<file path="src/rtl/servo_pkg.sv">
// Shared types and constants for the five-servo ramp scheduler.
package servo_pkg;

  localparam int NUM_SERVOS   = 5;
  localparam int ANG_W        = 8;
  localparam int DIST_W       = 9;
  localparam int IDX_W        = 3;
  localparam int DEF_TICK_DIV = 50000;
  localparam int DEF_MIN_DIST = 10;
  localparam int DEF_HOME_ANG = 90;
  localparam int DEF_MAX_ANG  = 180;

  typedef enum logic [1:0] {
    ST_IDLE  = 2'd0,
    ST_MOVE  = 2'd1,
    ST_PAUSE = 2'd2,
    ST_DONE  = 2'd3
  } state_t;

  function automatic logic [ANG_W-1:0] clamp_ang(input logic [ANG_W-1:0] a,
                                                 input logic [ANG_W-1:0] max_a);
    return (a > max_a) ? max_a : a;
  endfunction

  // Saturating single-unit move; equal inputs return the current angle.
  function automatic logic [ANG_W-1:0] step_toward(input logic [ANG_W-1:0] cur,
                                                   input logic [ANG_W-1:0] tgt);
    logic [ANG_W-1:0] res;
    if (cur < tgt) begin
      res = cur + ANG_W'(1);
    end else if (cur > tgt) begin
      res = cur - ANG_W'(1);
    end else begin
      res = cur;
    end
    return res;
  endfunction

endpackage

</file>
<file path="src/rtl/step_tick_gen.sv">
// Ramp-step pulse generator: counts enabled cycles and pulses on the last one.
module step_tick_gen #(
  parameter int TICK_DIV = 50000
) (
  input  logic clk,
  input  logic rst,
  input  logic en,
  output logic tick
);

  localparam int CNT_W = (TICK_DIV > 1) ? $clog2(TICK_DIV) : 1;

  logic [CNT_W-1:0] r_cnt;
  logic             w_last;

  assign w_last = (r_cnt == CNT_W'(TICK_DIV - 1));
  assign tick   = en && w_last;

  // Count only while enabled so a paused move resumes at the same phase.
  always_ff @(posedge clk) begin
    if (rst) begin
      r_cnt <= '0;
    end else if (en) begin
      r_cnt <= w_last ? '0 : (r_cnt + CNT_W'(1));
    end else begin
      r_cnt <= r_cnt;
    end
  end

endmodule

</file>
<file path="src/rtl/servo_ramp_scheduler.sv">
// Five-servo ramp scheduler: moves servos one unit per step, strictly in order 1..5.
// Optional obstacle pause is built when the SAFETY_STOP_EN macro is defined.
module servo_ramp_scheduler
  import servo_pkg::*;
#(
  parameter int TICK_DIV = DEF_TICK_DIV,
  parameter int MIN_DIST = DEF_MIN_DIST,
  parameter int HOME_ANG = DEF_HOME_ANG,
  parameter int MAX_ANG  = DEF_MAX_ANG
) (
  input  logic                        clk,
  input  logic                        rst,
  input  logic [NUM_SERVOS*ANG_W-1:0] tgt_angles,
  input  logic                        tgt_valid,
  output logic                        tgt_ready,
  input  logic [DIST_W-1:0]           distancia,
  output logic [ANG_W-1:0]            ang_servo_1,
  output logic [ANG_W-1:0]            ang_servo_2,
  output logic [ANG_W-1:0]            ang_servo_3,
  output logic [ANG_W-1:0]            ang_servo_4,
  output logic [ANG_W-1:0]            ang_servo_5,
  output logic                        busy,
  output logic                        done,
  output logic                        paused
);

  localparam logic [ANG_W-1:0] HOME_A   = ANG_W'(HOME_ANG);
  localparam logic [ANG_W-1:0] MAX_A    = ANG_W'(MAX_ANG);
  localparam logic [IDX_W-1:0] LAST_IDX = IDX_W'(NUM_SERVOS - 1);

  state_t           r_state;
  state_t           w_state_nxt;
  logic [ANG_W-1:0] r_ang [NUM_SERVOS];
  logic [ANG_W-1:0] r_tgt [NUM_SERVOS];
  logic [IDX_W-1:0] r_idx;
  logic             r_tgt_ready;
  logic             r_busy;
  logic             r_done;
  logic             r_paused;

  logic             w_accept;
  logic             w_obstacle;
  logic             w_tick_en;
  logic             w_tick_rst;
  logic             w_tick;
  logic             w_step;
  logic             w_at_tgt;
  logic             w_last_step;

`ifdef SAFETY_STOP_EN
  // Zero distance means no echo, so only a non-zero short reading is an obstacle.
  assign w_obstacle = (distancia != DIST_W'(0)) && (distancia < DIST_W'(MIN_DIST));
`else
  logic w_unused_dist;
  assign w_unused_dist = ^distancia;
  assign w_obstacle    = 1'b0;
`endif

  assign w_accept    = r_tgt_ready && tgt_valid;
  assign w_tick_en   = (r_state == ST_MOVE) && !w_obstacle;
  assign w_tick_rst  = rst || w_accept;
  assign w_step      = w_tick && (r_state == ST_MOVE);
  assign w_at_tgt    = (r_ang[r_idx] == r_tgt[r_idx]);
  assign w_last_step = w_step && w_at_tgt && (r_idx == LAST_IDX);

  step_tick_gen #(
    .TICK_DIV (TICK_DIV)
  ) u_tick (
    .clk  (clk),
    .rst  (w_tick_rst),
    .en   (w_tick_en),
    .tick (w_tick)
  );

  // State register.
  always_ff @(posedge clk) begin
    if (rst) begin
      r_state <= ST_IDLE;
    end else begin
      r_state <= w_state_nxt;
    end
  end

  // Next-state logic; an obstacle outranks the final step.
  always_comb begin
    w_state_nxt = r_state;
    case (r_state)
      ST_IDLE: begin
        if (w_accept) begin
          w_state_nxt = ST_MOVE;
        end else begin
          w_state_nxt = ST_IDLE;
        end
      end
      ST_MOVE: begin
        if (w_obstacle) begin
          w_state_nxt = ST_PAUSE;
        end else if (w_last_step) begin
          w_state_nxt = ST_DONE;
        end else begin
          w_state_nxt = ST_MOVE;
        end
      end
      ST_PAUSE: begin
        if (!w_obstacle) begin
          w_state_nxt = ST_MOVE;
        end else begin
          w_state_nxt = ST_PAUSE;
        end
      end
      ST_DONE: begin
        w_state_nxt = ST_IDLE;
      end
      default: begin
        w_state_nxt = ST_IDLE;
      end
    endcase
  end

  // Status outputs registered from the next state so they track r_state exactly.
  always_ff @(posedge clk) begin
    if (rst) begin
      r_tgt_ready <= 1'b1;
      r_busy      <= 1'b0;
      r_done      <= 1'b0;
      r_paused    <= 1'b0;
    end else begin
      r_tgt_ready <= (w_state_nxt == ST_IDLE);
      r_busy      <= (w_state_nxt == ST_MOVE) || (w_state_nxt == ST_PAUSE);
      r_done      <= (w_state_nxt == ST_DONE);
      r_paused    <= (w_state_nxt == ST_PAUSE);
    end
  end

  // Target latch and per-step angle update for the servo selected by r_idx.
  always_ff @(posedge clk) begin
    if (rst) begin
      for (int i = 0; i < NUM_SERVOS; i++) begin
        r_ang[i] <= HOME_A;
        r_tgt[i] <= HOME_A;
      end
      r_idx <= '0;
    end else if (w_accept) begin
      for (int i = 0; i < NUM_SERVOS; i++) begin
        r_tgt[i] <= clamp_ang(tgt_angles[i*ANG_W +: ANG_W], MAX_A);
      end
      r_idx <= '0;
    end else if (w_step) begin
      if (!w_at_tgt) begin
        r_ang[r_idx] <= step_toward(r_ang[r_idx], r_tgt[r_idx]);
      end else if (r_idx != LAST_IDX) begin
        r_idx <= r_idx + IDX_W'(1);
      end else begin
        r_idx <= r_idx;
      end
    end else begin
      r_idx <= r_idx;
    end
  end

  assign ang_servo_1 = r_ang[0];
  assign ang_servo_2 = r_ang[1];
  assign ang_servo_3 = r_ang[2];
  assign ang_servo_4 = r_ang[3];
  assign ang_servo_5 = r_ang[4];
  assign tgt_ready   = r_tgt_ready;
  assign busy        = r_busy;
  assign done        = r_done;
  assign paused      = r_paused;

endmodule

</file>
<file path="config.mk">
export PLATFORM = sky130hd
export DESIGN_NAME = servo_ramp_scheduler
export DESIGN_NICKNAME = d
export VERILOG_FILES = /design/src/rtl/servo_pkg.sv /design/src/rtl/step_tick_gen.sv /design/src/rtl/servo_ramp_scheduler.sv
export SDC_FILE = /design/constraint.sdc
export NUM_CORES = 1
export LEC_CHECK = 0
export ABC_AREA = 1
export CAP_MARGIN = 20
export CORE_MARGIN = 5
export CORE_UTILIZATION = 46
export CTS_BUF_LIST = sky130_fd_sc_hd__clkbuf_8
export DETAILED_ROUTE_END_ITERATION = 12
export GPL_TIMING_DRIVEN = 0
export PLACE_DENSITY = 0.69
export SLEW_MARGIN = 25
export SYNTH_ARGS = -nofsm -noshare
export SYNTH_HDL_FRONTEND = slang
export SYNTH_SLANG_ARGS = --single-unit
export TNS_END_PERCENT = 100
</file>
<file path="constraint.sdc">
create_clock -name clk -period 3.7 [get_ports clk]
set_clock_uncertainty 0.05 [all_clocks]
set_input_delay 0.37 -clock clk [delete_from_list [all_inputs] [get_ports clk]]
set_output_delay 0.37 -clock clk [all_outputs]
set_load 0.02 [all_outputs]
</file>
## Yosys cells after proc, flatten, opt, wreduce, memory -nomap -nowiden

Memories as Yosys holds them, arrays and structs flattened. A register that Yosys moved wholly into a read port is not among the register bits.
Index checks and enable logic that the tools add are counted.

| storage, ports and cells | value |
|---|---|
| register bits | 25 |
| latch bits | 0 |
| RAM bits | 80 |
| bits in read-only memories | 0 |
| input bits | 52 |
| output and inout port bits | 44 |
| word-level logic and storage cells | 84 |
| memories kept | 2 |

| cells by class | value |
|---|---|
| $add $sub $neg | 4 |
| multiply operators | 0 |
| divide/modulo/power cells | 0 |
| $lt $le $gt $ge | 7 |
| eq/ne operators | 10 |
| shifts and indexed selects | 0 |
| multiplexer cells | 37 |
| bitwise operators | 5 |
| reduce and logical (&&, ||, !) cells | 12 |

Memory list:

| name | depth | bits a word | rd ports | clocked after Yosys merged registers in | wr ports | RTL line | source |
|---|---|---|---|---|---|---|---|
| r_ang | 5 | 8 | 6 | 1 | 5 | servo_ramp_scheduler.sv:33 | `logic [ANG_W-1:0] r_ang [NUM_SERVOS];` |
| r_tgt | 5 | 8 | 1 | 1 | 5 | servo_ramp_scheduler.sv:34 | `logic [ANG_W-1:0] r_tgt [NUM_SERVOS];` |

Operators by type and width:

| operator | count |
|---|---|
| two-way mux 8 bit | 17 |
| greater-than comparator 8 bit (second input constant) | 5 |
| adder 16 x 1 -> 16 bit (second input constant) | 1 |
| equality test 16 bit (second input constant) | 1 |
| two-way mux 16 bit | 1 |
| two-way mux 3 bit | 5 |
| two-way mux 1 bit | 12 |
| adder 8 x 1 -> 8 bit (second input constant) | 1 |
| equality test 2 bit (second input constant) | 4 |
| equality test 8 bit | 1 |
| greater-than comparator 8 bit | 1 |
| less-than comparator 8 bit | 1 |
| one-hot mux 2 bit (4 select lines) | 1 |
| OR reduction 8 bit | 1 |
| subtractor 8 x 1 -> 8 bit (second input constant) | 1 |
| logical AND 1 bit | 5 |
| OR 1 bit | 5 |
| equality test 2 x 1 -> 1 bit (second input constant) | 2 |
| zero test 2 bit | 2 |
| adder 3 x 1 -> 3 bit (second input constant) | 1 |
| equality test 3 bit (second input constant) | 1 |
| inequality test 3 bit (second input constant) | 1 |
| AND reduction 3 bit | 1 |
| logical OR 1 bit | 2 |
| 2 further kinds | 2 |

## Longest topological paths before layout

| logic depth | value |
|---|---|
| depth after elaboration | 9 |
| gate-level depth with buffers | 22 |
| gate-level depth less buffers | 21 |

## Hierarchy

A second synthesis with hierarchy kept.

| unflattened totals | value |
|---|---|
| cells, all modules | 808 |
| area total of the unflattened synthesis | 6859.1 um2 |

By module, submodules not included:

| module | instances | cells an instance | area an instance (um2) | seq. area each (um2) |
|---|---|---|---|---|
| servo_ramp_scheduler | 1 | 684 | 5992.0 | 3343.2 |
| step_tick_gen | 1 | 124 | 867.1 | 320.3 |

## Worst setup path before layout

Ideal clock, no wire load.

| timing path | value |
|---|---|
| path type | reg2reg |
| from | register with a tool-made name |
| to | memory r_ang[6][0], enable pin |
| library setup time | 0.383 ns |
| arrival | 2.588 ns |
| required time | 3.267 ns |
| setup slack | 0.679 ns |
| stages on the path, launching flop included | 14 |
| path buffers | 3 |
| period minus slack after synthesis | 3.021 ns |
| path through | dfxtp_1 -> inv_2 -> buf_2 -> buf_2 -> clkbuf_1 -> nor2_1 -> o22ai_1 -> mux2i_1 -> ha_1 -> nand2_1 -> nor2_1 -> nand4_1 -> nand3_1 -> nor3_1 |

RTL lines:

| element | RTL line |
|---|---|
| end, declared | servo_ramp_scheduler.sv:33 |

==> out/qor.csv <==
metric,value,unit
status,finished clean,
routabilityCongestion,0.937,
cp_slowest_stage_delay,350,ps
worst_path_max_delay_cell,dfxtp_2,
antenna-diode-count,0,
period_share,94.7,%
fp.dieH,130,um
cts_buffer_depth,2,
track_usage,20.8,%
post-place-cells,1051,
grt_overflow,0,
ys_warn_count,0,
drc,0,
vias_per_cell,5.14,
final_cell_area,8170,um2
routed_wirelength,16800,um
syn-num-nets,849,
wire_per_inst,15.6,um
place_area,7770,um2
cts_sinks,131,
critPathKind,flop to flop,
grt_pass1_wl,26700,um
cts_tree,built,
groute.layer.met3.usage,4.79,%
antenna_found_initial,0,
grt_max_degree,46,
fp-row-count,44,
slew_viol_final,0,
yosysUniqueCellTypes,32,
syn_inst,780,
critPathRequiredTime,3780,ps
synth_edf_count,104,
leakage,3.45,nW
synthToLayoutAreaGrowth,22.6,%
multi_input_area,2470,um2
root_buffer,clkbuf_8,
synth_area,6660,um2
first_global_vias,5265,
ys_ff_latch,131,
cp-end-kind,flop,
met1_usage,26.2,%
hold_viol,0,
timing.slew.headroom,39.5,%
ios,96,
crit_chain,inv_2 -> buf_2 -> buf_6 -> o21ai_0 -> o22ai_1 -> mux2i_1 -> ha_1 -> nand2_1 -> nor2_1 -> nand4_1 -> nand3_1 -> nor2_4 -> inv_1 -> nand2_2,
worst_slack,196,ps
max_freq,285,MHz
path_clk_slew,70,ps
dieArea,17000,um2
num_vias,5547,
use_met2,34.5,%
fp.dieW,130,um
clk_latency,450,ps
powerDensity,374,nW/um2
worstHoldPathType,input port to flop,
rsz0062_at_grt,false,
ys.flop_type,edfxtp_1,
numCtsBuffers,17,
finalCriticalPeriod,3500,ps
finalSetupTns,0,ps
startpoint_type,flop,
htree_num_levels,4,
drtIter0Drc,473,
tightest_slew,906,ps
drive_gt1_share,8.60,%
cap_violations,0,
total_power,3.05,mW
numPortBuffers,85,
regArea,3660,um2
core_area,14400,um2
dp_slack,-519,ps
drtPass1Iterations,5,
initial_core_util,46.4,%
synthArstFlopShare,0,%
final_cells,1079,
hold_buffers,0,
crit_fanout,19,
syn_avg_cell_area,8.54,um2
cp_data_arrival_time,3580,ps
dp_hpwl,12400,um
postRouteAntennaNets,0,
nets,951,
top_usage_layer,met2,
seq_area_frac_synth,55.0,%
irDropWorstVdd,0.000199,V
n_fill_cell,1283,
setup_viol,0,
==> report_power, final <==
part           total, mW  switching (mW)  leakage, nW  internal [mW]
clock               1.02           0.523        0.197          0.492
combinational      0.358           0.215         2.05          0.142
sequential          1.68          0.0244         1.21           1.66
==> synthesized netlist by cell type (2+ instances only) <==
| master | instances | area share [%] |
|---|---|---|
| nand2_2 | 7 | 0.66 |
| o21ai_0 | 42 | 3.2 |
| mux2i_1 | 7 | 1.1 |
| xor2_1 | 3 | 0.39 |
| nor2_1 | 96 | 5.4 |
| or2_2 | 2 | 0.19 |
| a31oi_1 | 2 | 0.19 |
| o21a_1 | 2 | 0.23 |
| nor3_1 | 13 | 0.98 |
| a211oi_1 | 5 | 0.56 |
| inv_2 | 5 | 0.28 |
| edfxtp_1 | 104 | 47 |
| a21oi_1 | 24 | 1.8 |
| nand4_1 | 7 | 0.66 |
| o22ai_1 | 8 | 0.75 |
| nor2_2 | 3 | 0.28 |
| o21ai_1 | 4 | 0.30 |
| clkbuf_1 | 7 | 0.39 |
| buf_2 | 10 | 0.75 |
| inv_1 | 127 | 7.2 |
| buf_4 | 4 | 0.45 |
| and3_1 | 5 | 0.47 |
| ha_1 | 17 | 3.2 |
| nand3_1 | 65 | 4.9 |
| nand2_1 | 178 | 10 |
| dfxtp_1 | 27 | 8.1 |
==> layout by cell type (no fill, tap or decap), types with 3 or more instances in the layout <==
master | synthesis | routed
and3_1 | 5 | 5
buf_2 | 10 | 6
dfxtp_1 | 27 | 26
buf_4 | 4 | 6
ha_1 | 17 | 17
nand2_1 | 178 | 173
clkbuf_8 | 0 | 20
nand4_1 | 7 | 7
a211oi_1 | 5 | 5
inv_1 | 127 | 133
clkdlybuf4s50_1 | 0 | 85
nor2_4 | 0 | 4
nand3_1 | 65 | 64
o21ai_0 | 42 | 41
nor3_1 | 13 | 10
o21ai_1 | 4 | 5
mux2i_1 | 7 | 7
clkinv_2 | 0 | 5
nor2_2 | 3 | 5
nor2_1 | 96 | 90
nand2_2 | 7 | 12
o22ai_1 | 8 | 8
buf_6 | 1 | 3
edfxtp_1 | 104 | 104
nor3_2 | 0 | 3
a21oi_1 | 24 | 24
inv_2 | 5 | 5
clkbuf_1 | 7 | 4
==> kinds of logic after synthesis <==
| kind of cell | synth area share [%] |
|---|---|
| simple gates | 23.8 |
| mux | 1.05 |
| flops | 55.0 |
| fa+ha+maj | 3.19 |
| buf+inv | 9.20 |
| xor+xnor | 0.526 |
| compound gates | 7.25 |
==> worst paths after layout <==
check | from | endpoint | slack (ps) | cells past startpoint
worst min register to register | u_tick.r_cnt[12]$_SDFFE_PP0N_ | u_tick.r_cnt[12]$_SDFFE_PP0N_ | 430 | 2
worst min-delay path | rst | busy$_SDFF_PP0_ | 140 | 2
worst max-delay path | flop | r_ang[3][1]$_SDFFCE_PN1P_ | 200 | 14
worst max register to register | flop | r_ang[3][1]$_SDFFCE_PN1P_ | 200 | 14
==> per-layer routing <==
| metal | vias up | share of wire, % |
|---|---|---|
| met5 | - | 0 |
| met4 | 0 | 2.9 |
| met3 | 41 | 7.8 |
| met2 | 227 | 48 |
| met1 | 2529 | 41 |
| li1 | 2750 | - |
==> flip-flops by register name, indices dropped and copies added, names as in the netlist, named ones only <==
name	flops
u_tick.r_cnt	16
tgt_ready	1
r_tgt	40
busy	1
r_state	2
paused	1
r_idx	3
r_ang	64
==> per-stage QoR <==
| step | hold WS, ps | utilization, % |
|---|---|---|
| floorplan | 394 | - |
| global placement | 416 | 53.9 |
| detailed placement | 421 | 54.1 |
| CTS | 110 | 56.6 |
| global route | 127 | 56.9 |
| finish | 135 | 56.9 |
==> timing repair <==
action / 4_1_cts / 5_1_grt
setup buffers: 0 / 0
endpoints found under the setup margin: 77 / 131
resized for setup: 12 / 16
pin swaps: 0 / 1
==> critical path: cells and delay by family (launching register included) <==
kind                     cells  cell delay, ps
AND/OR/NAND/NOR              6            1170
adder cells (fa/ha/maj)      1             310
AO/OA/AOI/OAI                2             370
multiplexers                 1             150
buffers and inverters        4             760
flip-flops                   1             350
==> cell type report <==
cell class / instances / area share, %
Timing Repair Buffer: 87 / 10.6
Multi-Input combinational cell: 495 / 30.2
Sequential cell: 131 / 44.9
Clock inverter: 12 / 0.628
Inverter: 132 / 6.07
Clock buffer: 20 / 3.37
Tap cell: 184 / 2.82
Buffer: 18 / 1.42
(Power assumes the default switching activity.)
